### src/rtl/seq_divider_pkg.sv
// Shared definitions for the sequential RISC-V M-extension divider:
// op encodings, FSM states and the signed-overflow dividend constant.
package seq_divider_pkg;

  localparam logic [1:0] DIV_OP  = 2'b00;
  localparam logic [1:0] DIVU_OP = 2'b01;
  localparam logic [1:0] REM_OP  = 2'b10;
  localparam logic [1:0] REMU_OP = 2'b11;

  typedef enum logic [1:0] {
    IDLE = 2'b00,
    RUN  = 2'b01,
    SIGN = 2'b10,
    DONE = 2'b11
  } state_e;

  localparam logic [31:0] DIV_OVF_DIVIDEND = 32'h8000_0000;

  function automatic logic op_is_signed(input logic [1:0] op);
    return ~op[0];
  endfunction

  function automatic logic op_is_rem(input logic [1:0] op);
    return op[1];
  endfunction

endpackage

### src/rtl/seq_divider_if.sv
// Request/response bundle between the core and the divider.
// master = requesting core, slave = divider.
interface seq_divider_if #(parameter int DATA_WIDTH = 32);
  logic                  start_i;
  logic [1:0]            op_i;
  logic [DATA_WIDTH-1:0] dividend_i;
  logic [DATA_WIDTH-1:0] divisor_i;
  logic                  ready_o;
  logic                  valid_o;
  logic [DATA_WIDTH-1:0] result_o;
  logic                  div_by_zero_o;

  modport master (
    output start_i, op_i, dividend_i, divisor_i,
    input  ready_o, valid_o, result_o, div_by_zero_o
  );

  modport slave (
    input  start_i, op_i, dividend_i, divisor_i,
    output ready_o, valid_o, result_o, div_by_zero_o
  );
endinterface

### src/rtl/seq_divider_div_step.sv
// One combinational radix-2 restoring division step on unsigned magnitudes.
module div_step #(
  parameter int W = 32
) (
  input  logic [W-1:0] rem_i,
  input  logic [W-1:0] quot_i,
  input  logic [W-1:0] divisor_i,
  output logic [W-1:0] rem_o,
  output logic [W-1:0] quot_o
);
  logic [W:0] shifted;
  logic [W:0] diff;

  always_comb begin
    shifted = {rem_i, quot_i[W-1]};
    diff    = shifted - {1'b0, divisor_i};
    // Borrow out of the W+1-bit subtract means shifted < divisor: restore.
    if (!diff[W]) begin
      rem_o  = diff[W-1:0];
      quot_o = {quot_i[W-2:0], 1'b1};
    end else begin
      rem_o  = shifted[W-1:0];
      quot_o = {quot_i[W-2:0], 1'b0};
    end
  end
endmodule

### src/rtl/seq_divider.sv
// Iterative restoring divider for DIV/DIVU/REM/REMU, one quotient bit per cycle.
// Define SEQ_DIVIDER_EARLY_OUT_EN to bypass RUN for divide-by-zero and signed overflow.
module seq_divider
  import seq_divider_pkg::*;
#(
  parameter int DATA_WIDTH = 32,
  parameter int CNT_WIDTH  = 5
) (
  input  logic        clk,
  input  logic        reset,
  seq_divider_if.slave bus
);
  state_e                state_q, state_d;
  logic [DATA_WIDTH-1:0] rem_q, quot_q, dvsr_q, result_q;
  logic [DATA_WIDTH-1:0] step_rem, step_quot;
  logic [DATA_WIDTH-1:0] a_mag, b_mag, q_fix, r_fix;
  logic [CNT_WIDTH-1:0]  cnt_q;
  logic                  is_rem_q, qneg_q, rneg_q, dbz_q, dbz_out_q;
  logic                  accept, a_neg, b_neg, dvsr_zero, early;

  assign accept    = bus.start_i && (state_q == IDLE || state_q == DONE);
  assign a_neg     = op_is_signed(bus.op_i) & bus.dividend_i[DATA_WIDTH-1];
  assign b_neg     = op_is_signed(bus.op_i) & bus.divisor_i[DATA_WIDTH-1];
  assign a_mag     = a_neg ? -bus.dividend_i : bus.dividend_i;
  assign b_mag     = b_neg ? -bus.divisor_i  : bus.divisor_i;
  assign dvsr_zero = (bus.divisor_i == '0);

`ifdef SEQ_DIVIDER_EARLY_OUT_EN
  localparam logic [DATA_WIDTH-1:0] MIN_NEG = {1'b1, {(DATA_WIDTH-1){1'b0}}};
  logic ovf;
  assign ovf   = op_is_signed(bus.op_i) && (bus.dividend_i == MIN_NEG) && (&bus.divisor_i);
  assign early = dvsr_zero | ovf;
`else
  assign early = 1'b0;
`endif

  div_step #(.W(DATA_WIDTH)) u_step (
    .rem_i     (rem_q),
    .quot_i    (quot_q),
    .divisor_i (dvsr_q),
    .rem_o     (step_rem),
    .quot_o    (step_quot)
  );

  always_ff @(posedge clk) begin
    if (!reset) state_q <= IDLE;
    else        state_q <= state_d;
  end

  always_comb begin
    state_d = state_q;
    case (state_q)
      IDLE: if (accept) state_d = early ? SIGN : RUN;
      RUN:  if (cnt_q == '0) state_d = SIGN;
      SIGN: state_d = DONE;
      DONE: state_d = accept ? (early ? SIGN : RUN) : IDLE;
      default: state_d = IDLE;
    endcase
  end

  always_comb begin
    bus.ready_o = 1'b0;
    bus.valid_o = 1'b0;
    case (state_q)
      IDLE: bus.ready_o = 1'b1;
      DONE: begin
        bus.ready_o = 1'b1;
        bus.valid_o = 1'b1;
      end
      default: ;
    endcase
  end

  // Divide-by-zero quotient stays all-ones; remainder sign fix restores the dividend.
  assign q_fix = dbz_q  ? '1      : (qneg_q ? -quot_q : quot_q);
  assign r_fix = rneg_q ? -rem_q  : rem_q;

  always_ff @(posedge clk) begin
    if (!reset) begin
      rem_q     <= '0;
      quot_q    <= '0;
      dvsr_q    <= '0;
      cnt_q     <= '0;
      is_rem_q  <= 1'b0;
      qneg_q    <= 1'b0;
      rneg_q    <= 1'b0;
      dbz_q     <= 1'b0;
      result_q  <= '0;
      dbz_out_q <= 1'b0;
    end else if (accept) begin
      is_rem_q <= op_is_rem(bus.op_i);
      dvsr_q   <= b_mag;
      qneg_q   <= a_neg ^ b_neg;
      rneg_q   <= a_neg;
      dbz_q    <= dvsr_zero;
      cnt_q    <= CNT_WIDTH'(DATA_WIDTH - 1);
      rem_q    <= '0;
      quot_q   <= a_mag;
`ifdef SEQ_DIVIDER_EARLY_OUT_EN
      if (dvsr_zero) begin
        quot_q <= '1;
        rem_q  <= a_mag;
      end else if (ovf) begin
        quot_q <= MIN_NEG;
      end
`endif
    end else if (state_q == RUN) begin
      rem_q  <= step_rem;
      quot_q <= step_quot;
      if (cnt_q != '0) cnt_q <= cnt_q - CNT_WIDTH'(1);
    end else if (state_q == SIGN) begin
      result_q  <= is_rem_q ? r_fix : q_fix;
      dbz_out_q <= dbz_q;
    end
  end

  assign bus.result_o      = result_q;
  assign bus.div_by_zero_o = dbz_out_q;
endmodule
### src/flat_wrapper.sv
// flat-port wrapper written by rule: the top's interface ports become plain ports
module seq_divider_flat import seq_divider_pkg::*;
#(
  parameter int DATA_WIDTH = 32,
  parameter int CNT_WIDTH  = 5
)
  (clk, reset, bus_start_i, bus_op_i, bus_dividend_i, bus_divisor_i, bus_ready_o, bus_valid_o, bus_result_o, bus_div_by_zero_o);
  seq_divider_if #(.DATA_WIDTH(DATA_WIDTH)) bus_i ();
  input  logic clk;
  input  logic reset;
  input wire logic [$bits(bus_i.start_i)-1:0] bus_start_i;
  input wire logic [$bits(bus_i.op_i)-1:0] bus_op_i;
  input wire logic [$bits(bus_i.dividend_i)-1:0] bus_dividend_i;
  input wire logic [$bits(bus_i.divisor_i)-1:0] bus_divisor_i;
  output wire logic [$bits(bus_i.ready_o)-1:0] bus_ready_o;
  output wire logic [$bits(bus_i.valid_o)-1:0] bus_valid_o;
  output wire logic [$bits(bus_i.result_o)-1:0] bus_result_o;
  output wire logic [$bits(bus_i.div_by_zero_o)-1:0] bus_div_by_zero_o;
  assign bus_i.start_i = bus_start_i;
  assign bus_i.op_i = bus_op_i;
  assign bus_i.dividend_i = bus_dividend_i;
  assign bus_i.divisor_i = bus_divisor_i;
  assign bus_ready_o = bus_i.ready_o;
  assign bus_valid_o = bus_i.valid_o;
  assign bus_result_o = bus_i.result_o;
  assign bus_div_by_zero_o = bus_i.div_by_zero_o;
  seq_divider #(.DATA_WIDTH(DATA_WIDTH), .CNT_WIDTH(CNT_WIDTH)) u_core (.clk(clk), .reset(reset), .bus(bus_i));
endmodule
### config.mk
export PLATFORM = sky130hd
export DESIGN_NAME = seq_divider_flat
export DESIGN_NICKNAME = d
export VERILOG_FILES = /design/src/rtl/seq_divider_pkg.sv /design/src/rtl/seq_divider_if.sv /design/src/rtl/seq_divider_div_step.sv /design/src/rtl/seq_divider.sv /design/src/flat_wrapper.sv
export SDC_FILE = /design/constraint.sdc
export NUM_CORES = 1
export LEC_CHECK = 0
export ABC_AREA = 1
export ABC_CLOCK_PERIOD_IN_PS = 2100
export BUFFER_PORTS_ARGS = -buffer_cell sky130_fd_sc_hd__buf_4
export CAP_MARGIN = 40
export CORE_MARGIN = 1.5
export CORE_UTILIZATION = 44
export CTS_CLUSTER_DIAMETER = 200
export DETAILED_ROUTE_END_ITERATION = 6
export GPL_TIMING_DRIVEN = 0
export PLACE_DENSITY = 0.69
export SLEW_MARGIN = 20
export SYNTH_ARGS = -nofsm -noshare
export SYNTH_HDL_FRONTEND = slang
export SYNTH_SLANG_ARGS = --single-unit
export TNS_END_PERCENT = 20
### constraint.sdc
create_clock -name clk -period 2.1 [get_ports clk]
set_input_delay 0.21 -clock clk [delete_from_list [all_inputs] [get_ports clk]]
set_output_delay 0.21 -clock clk [all_outputs]
set_load 0.02 [all_outputs]
==> flow_metrics.tcl, run 1 <==
set metrics [dict create \
    worstHoldPathType "input pin to flip-flop" \
    status "finished with violations" \
    nFillCells 2700 \
    use_met1_pct 44.18 \
    ys.flop_type "dfxtp_1" \
    fin_crit_sh_pct 111.7 \
    ys_seq_area_share_pct 23.59 \
    firstDrtPassIters 7 \
    finalSetupViolations 33 \
    worst_slew_pin_slew_ns 0.8248 \
    yosysWarnings 0 \
    cts_num_sinks 140 \
    rows 59 \
    die-area_um2 27990 \
    drt-total-wl_mm 45.20 \
    dpl_cell_area_um2 13080 \
    violations "setup timing" \
    power_mw 17.01 \
    use_met3_pct 3.711 \
    min_period_ns 2.345 \
    cts_tree "built" \
    io_buffers 103 \
    synthCells 2090 \
    io_pins 104 \
    die_h_um 167.3 \
    diodes 0 \
    synth_fp_nets 2203 \
    overflow 0 \
    initial_utilization_pct 45.20 \
    grt.busiest_layer "met2" \
    netlist.area_leader.share_pct 23.59 \
    pre_cts_ws_ns -1.163 \
    cts_root_buf "clkbuf_16" \
    rsz0062_at_grt "yes" \
    ys_ff_latch 140 \
    wl_per_cell_um 17.52 \
    clkPwrFrac_pct 18.4 \
    synth.distinct_cells 51 \
    power_switching_mw 8.699 \
    min_path_cells 3 \
    use_met2_pct 52.05 \
    p_comb_share_pct 59.4 \
    p_seq_share_pct 22.2 \
    place.gp.congestion 0.9692 \
    synthTopCellsByArea "dfxtp_1 24%, nand2_1 20%, inv_1 10%" \
    clockBufferDepth 2 \
    max_freq_ghz 0.4264 \
    drive_above_1_share_pct 15.86 \
    startpoint_type "flip-flop" \
    dp_hpwl_mm 35.63 \
    design_area_um2 14570 \
    clk_pin_slew_ns 0.07 \
    remaining_drc_errors 0 \
    worstPathArrival_ns 2.71 \
    postSynth.asyncResetShare_pct 0 \
    cts_made_buffers 17 \
    relSlewSlack_pct 45.02 \
    sw_frac_of_total_pct 51.14 \
    grt.total_usage_pct 31.85 \
    drv_slew 0 \
    crit_required_ns 2.46 \
    maxCapViolCount 0 \
    hold_violations 0 \
    setup_slack_ns -0.2454 \
    ant_nets 0 \
    p_int_mw 8.310 \
    coreArea_um2 26280 \
    critPathCaptureType "flip-flop" \
    grt_first_pass_wirelength_mm 69.95 \
    viasPerCell 5.482 \
    fin_skew_ns 0.02383 \
    clock_latency_ns 0.45 \
    ff2ff_path_depth 14 \
    grt_max_degree 19 \
    worstSetupPathType "flip-flop to flip-flop" \
    peakVddDrop_uv 694.3 \
    grt_pass1_vias 12841 \
    synth-edff-count 0 \
    area_growth_pct 22.61 \
    htree_levels 4 \
    vias 14138 \
    critPathMaxFanout 5 \
    powerDensity_nw_per_um2 1168 \
    antenna_found_initial 1 \
    synth_area_leader_cell "dfxtp_1" \
    nets 2344 \
    syn_avg_cell_area_um2 5.684 \
    die_w_um 167.3 \
    leakagePower_nw 7.013 \
    syn_area_um2 11880 \
    drt_iter0_drc 1413 \
]
[final timing paths]
check                                        from  slack, ns                end
worst min-delay path            bus_divisor_i[31]       0.04  u_core.dvsr_q[31]
worst min register to register  u_core.dvsr_q[29]       0.47  u_core.dvsr_q[29]
worst max register to register  u_core.dvsr_q[31]      -0.25    u_core.rem_q[5]
worst max-delay path            u_core.dvsr_q[31]      -0.25    u_core.rem_q[5]
[per-layer routing]
metal | routed length [um] | vias to the layer above
met2 | 20450 | 585
met5 | 13 | -
met3 | 3276 | 81
li1 | - | 7036
met1 | 20350 | 6434
met4 | 1111 | 2
[synthesized netlist by cell type, types with 5 or more instances]
master	number
a21oi_1	132
a21oi_2	5
a31oi_1	14
a32o_1	5
buf_1	6
clkbuf_1	52
dfxtp_1	140
ha_1	43
inv_1	321
inv_2	6
nand2_1	640
nand2_2	12
nand3_1	183
nand3b_1	5
nand4_1	26
nor2_1	186
nor2_2	6
nor3_1	28
nor3_2	7
nor4_1	7
o21ai_0	125
o21ai_1	13
o22ai_1	40
o31ai_1	7
xnor2_1	6
xor2_1	19
[cells by family (layout without fill, tap and decap cells)]
family          Yosys count  after routing  share of synthesized area [%]
flops                   140            140                          23.59
simple gates           1123           1123                          40.15
buf+inv                 397            551                          12.92
xor+xnor                 25             25                          1.843
compound gates          361            361                          16.79
fa+ha+maj                44             44                          4.698
[final cells by class]
type	instances	area (um2)	area share (%)
buffer	67	372.9	2.560
clock buffer	17	425.4	2.921
clock inverter	15	188.9	1.297
inverter	329	1241	8.522
multi-input combinational	1553	8080	55.48
sequential	140	2844	19.53
tap	335	419.2	2.878
timing repair buffer	123	993.5	6.821
[state kept, by name, summed over array words and instances, names as in the netlist]
name                      cells
u_core.rneg_q                 1
u_core.bus.result_o          32
u_core.quot_q                32
u_core.rem_q                 32
u_core.bus.div_by_zero_o      1
u_core.dbz_q                  1
u_core.cnt_q                  5
u_core.qneg_q                 1
u_core.state_q                2
u_core.is_rem_q               1
u_core.dvsr_q                32
[critical path, stage by stage (launching register included)]
cell	delay [ns]
dfxtp_1	0.30
inv_1	0.22
ha_1	0.33
a21o_1	0.20
nor2_1	0.13
nand2_1	0.10
a21oi_4	0.20
nand2_4	0.08
nand2_4	0.08
nand2_8	0.07
buf_12	0.13
buf_8	0.12
nand2_1	0.06
nand3_1	0.08
a21oi_1	0.15
[layout by cell type (no fill, tap or decap), drive strengths merged, types with 8 or more instances in the layout]
cell type and instances:
xor2 19, nand4 26, or2 8, ha 43
o21ai 139, nand2 656, o22ai 40, nor3 36
nand3 186, a21oi 137, clkinv 10, clkbuf 68
buf 139, nor2 192, a31oi 14, dfxtp 140
inv 333
[power by group through the flow]
stage,Combinational (mW),Sequential [mW],Clock [mW]
after global placement,8.57,3.75,0
after CTS,9.39,3.71,3.13
after detailed placement,8.64,3.75,0
after floorplan,5.81,3.78,0
final,10.1,3.77,3.13
after global routing,11.1,3.81,3.27
[timing repair]
action,4_1_cts,5_1_grt
hold buffers,0,0
resized for setup,78,116
endpoints found under the setup margin,114,106
setup buffers,13,5
endpoints found under the hold margin,0,0
gates cloned,1,1
pin swaps,15,16
[metrics by stage]
stage,TNS (ns),std cells,hold slack [ns],utilization (%)
final,-6.750,2579,0.04091,55.42
after global placement,-57.65,2528,0.4395,49.78
after global routing,-12.24,2579,0.04500,55.42
after floorplan,-0.04509,2090,0.3227,-
after detailed placement,-59.12,2528,0.4524,49.78
after CTS,-5.396,2574,0.03374,53.67
No activity file was read; power rests on OpenSTA's default activity.
==> run 2, diff against run 1 <==
--- a/config.mk
+++ b/config.mk
@@ -14,9 +14,11 @@
 export CTS_CLUSTER_DIAMETER = 200
 export DETAILED_ROUTE_END_ITERATION = 6
 export GPL_TIMING_DRIVEN = 0
+export HOLD_SLACK_MARGIN = 0.02
 export PLACE_DENSITY = 0.69
 export SLEW_MARGIN = 20
 export SYNTH_ARGS = -nofsm -noshare
 export SYNTH_HDL_FRONTEND = slang
+export SYNTH_HIERARCHICAL = 1
 export SYNTH_SLANG_ARGS = --single-unit
 export TNS_END_PERCENT = 20
==> run 2 against run 1 <==
Effect of this change: the flow still finishes with violations (setup timing); utilization fell by 1.4 points; sequential cell count is the same; register-to-register slack worse by 0.11 ns; via count up 2.4%; critical path type unchanged; critical endpoint is now u_core/rem_q[20].
==> flow_metrics.tcl, run 2 <==
set metrics [dict create \
    status "finished with violations" \
    violations "setup timing" \
    drt_iter0_drc 1488 \
    leakagePower_nw 7.431 \
    crit_buf_inv 3 \
    overflow 0 \
    whs_ns 0.06449 \
    antenna_found_initial 0 \
    nets 2447 \
    cp.depth 19 \
    clockBufferDepth 2 \
    max_freq_ghz 0.4069 \
    cpMaxStageDelayCell "fa_2" \
    ys_ff_latch 140 \
    clkPwrFrac_pct 17.6 \
    worstSetupPathType "flip-flop to flip-flop" \
    cts_made_buffers 17 \
    worstHoldPathType "input pin to flip-flop" \
    hold_violations 0 \
    path_delay_family "simple AND/OR/NAND/NOR gates" \
    rsz0062_at_grt "yes" \
    sw_frac_of_total_pct 50.46 \
    p_int_mw 8.678 \
    initial_utilization_pct 44.85 \
    htree_levels 4 \
    syn_area_um2 12490 \
    wl_per_cell_um 16.34 \
    worst_slew_pin_slew_ns 0.7645 \
    finalSetupViolations 33 \
    grt_max_degree 17 \
    final_common_cell "nand2_1" \
    p_seq_share_pct 22.6 \
    drive_above_1_share_pct 16.26 \
    io_pins 104 \
    coreArea_um2 27860 \
    ff2ff_path_depth 19 \
    netlist.area_leader.share_pct 22.43 \
    peakVddDrop_uv 858.7 \
    design_area_um2 15040 \
    clock_latency_ns 0.43 \
    vias 14477 \
    cts_tree "built" \
    synth_area_leader_cell "dfxtp_1" \
    crit_required_ns 2.45 \
    place.gp.congestion 0.9593 \
    hold_end "u_core/dvsr_q[31]" \
    fin_skew_ns 0.01045 \
    crit_top_cell "nand2_2" \
    ant_nets 0 \
    die-area_um2 29420 \
    postSynth.asyncResetShare_pct 0 \
    power_switching_mw 8.840 \
    synthTopCellsByArea "dfxtp_1 22%, nand2_1 21%, inv_1 8.2%" \
    syn_avg_cell_area_um2 5.692 \
    ys_seq_area_share_pct 22.43 \
    die_h_um 171.5 \
    synth.most_common_cell "nand2_1" \
    remaining_drc_errors 0 \
    synth-edff-count 0 \
    firstDrtPassIters 7 \
    fin_crit_sh_pct 117.0 \
    worstReg2RegEnd "u_core/rem_q[20]" \
    ys.flop_type "dfxtp_1" \
    setup_slack_ns -0.3577 \
    pre_cts_ws_ns -0.4617 \
    synth_fp_nets 2306 \
    io_buffers 102 \
    worstPathArrival_ns 2.80 \
    min_period_ns 2.458 \
    cts_num_sinks 140 \
    startpoint_type "flip-flop" \
    synth.distinct_cells 50 \
    area_growth_pct 20.41 \
    dpl_cell_area_um2 13770 \
    mostFrequentLayoutCells "674 x nand2_1, 268 x inv_1, 255 x nor2_1" \
    ys_top_cells_by_count "698 x nand2_1, 272 x inv_1, 257 x nor2_1, 172 x nand3_1, 148 x a21oi_1" \
    worstReg2RegStart "u_core/quot_q[31]" \
    powerDensity_nw_per_um2 1164 \
    drv_slew 0 \
    grt.total_usage_pct 30.48 \
    maxCapViolCount 0 \
    worstHoldStart "bus_divisor_i[31]" \
    ff2ff_setup_slack_ns -0.36 \
    clk_pin_slew_ns 0.06 \
    cpPeakStageDelay_ns 0.40 \
    path_cells "inv_2, ha_4, fa_2, inv_2, nand2_2, nand2_2, nand3_2, nand2_2, nand2_2, nand2_4, nand2_4, nand2_4, nand2_4, nand2_8, buf_6, nand2_1, nand2_2, nand2_1, a21oi_1" \
    p_comb_share_pct 59.8 \
    critPathMaxFanout 7 \
    min_path_cells 3 \
    grt_pass1_vias 13419 \
    drt-total-wl_mm 44.57 \
    rows 61 \
    die_w_um 171.5 \
    critPathCaptureType "flip-flop" \
    diodes 0 \
    synthCells 2195 \
    cts_root_buf "clkbuf_16" \
    dp_hpwl_mm 35.83 \
    viasPerCell 5.309 \
    relSlewSlack_pct 49.03 \
    grt_first_pass_wirelength_mm 69.97 \
    yosysWarnings 6 \
]
## run 2: tightest hold or removal path: stages
cell     delay (ns)
buf_4          0.10
nand3_1        0.09
nand2_1        0.06
## run 2: final cells by class
type	instances	area, um2
fill	2905	12810
multi-input combinational	1669	8482
sequential	140	2834
inverter	288	1084
timing repair buffer	122	980.9
buffer	98	594.3
tap	378	473.0
clock buffer	17	425.4
clock inverter	15	171.4
## run 2: how the worst max path moves through the flow
stage                             endpoint              start
after floorplan           u_core/rem_q[23]  u_core/quot_q[31]
after global placement    u_core/rem_q[22]  u_core/quot_q[31]
after detailed placement  u_core/rem_q[30]  u_core/quot_q[31]
after CTS                  u_core/rem_q[9]  u_core/quot_q[31]
after global routing      u_core/rem_q[10]  u_core/quot_q[31]
final                     u_core/rem_q[20]  u_core/quot_q[31]
## run 2: per-stage QoR
step	power [mW]	instances	TNS [ns]	utilization, %
after global routing	18.85	2727	-13.75	54.00
after CTS	17.03	2723	-6.236	53.18
after detailed placement	13.49	2675	-15.48	49.43
final	17.52	2727	-10.27	54.00
after global placement	13.37	2675	-13.96	49.43
after floorplan	10.56	2195	-0.8632	-
## run 2: timing repair
| item | CTS | global route |
|---|---|---|
| endpoints found under the hold margin | 1 | 0 |
| buffers inserted | 11 | 2 |
| setup endpoints to repair | 50 | 84 |
| hold buffers | 1 | 0 |
| gates resized for setup | 62 | 56 |
| pin swaps | 8 | 23 |
| gates cloned | 4 | 2 |
## run 2: per-layer routing
| metal | vias up | wire [um] | share of wire (%) | track usage, % |
|---|---|---|---|---|
| met5 | - | 0 | 0 | 0 |
| met1 | 6561 | 20310 | 46 | 41.62 |
| met4 | 0 | 1367 | 3.1 | 10.26 |
| met3 | 80 | 3070 | 6.9 | 3.774 |
| met2 | 588 | 19820 | 44 | 49.45 |
| li1 | 7248 | - | - | - |
## run 2: cells by family after synthesis
| family | share of synthesized area [%] |
|---|---|
| buffers and inverters | 13.10 |
| AO/OA/AOI/OAI | 14.53 |
| AND/OR/NAND/NOR | 42.03 |
| adder cells (fa/ha/maj) | 4.266 |
| XOR/XNOR | 3.645 |
| flip-flops | 22.43 |
## run 2: power by group through the flow
stage	clock network [mW]	registers [mW]	logic, mW
floorplan	0	3.98	6.58
global placement	0	3.98	9.38
detailed placement	0	3.99	9.49
CTS	3.10	3.94	9.99
global route	3.24	4.04	11.6
finish	3.08	3.97	10.5
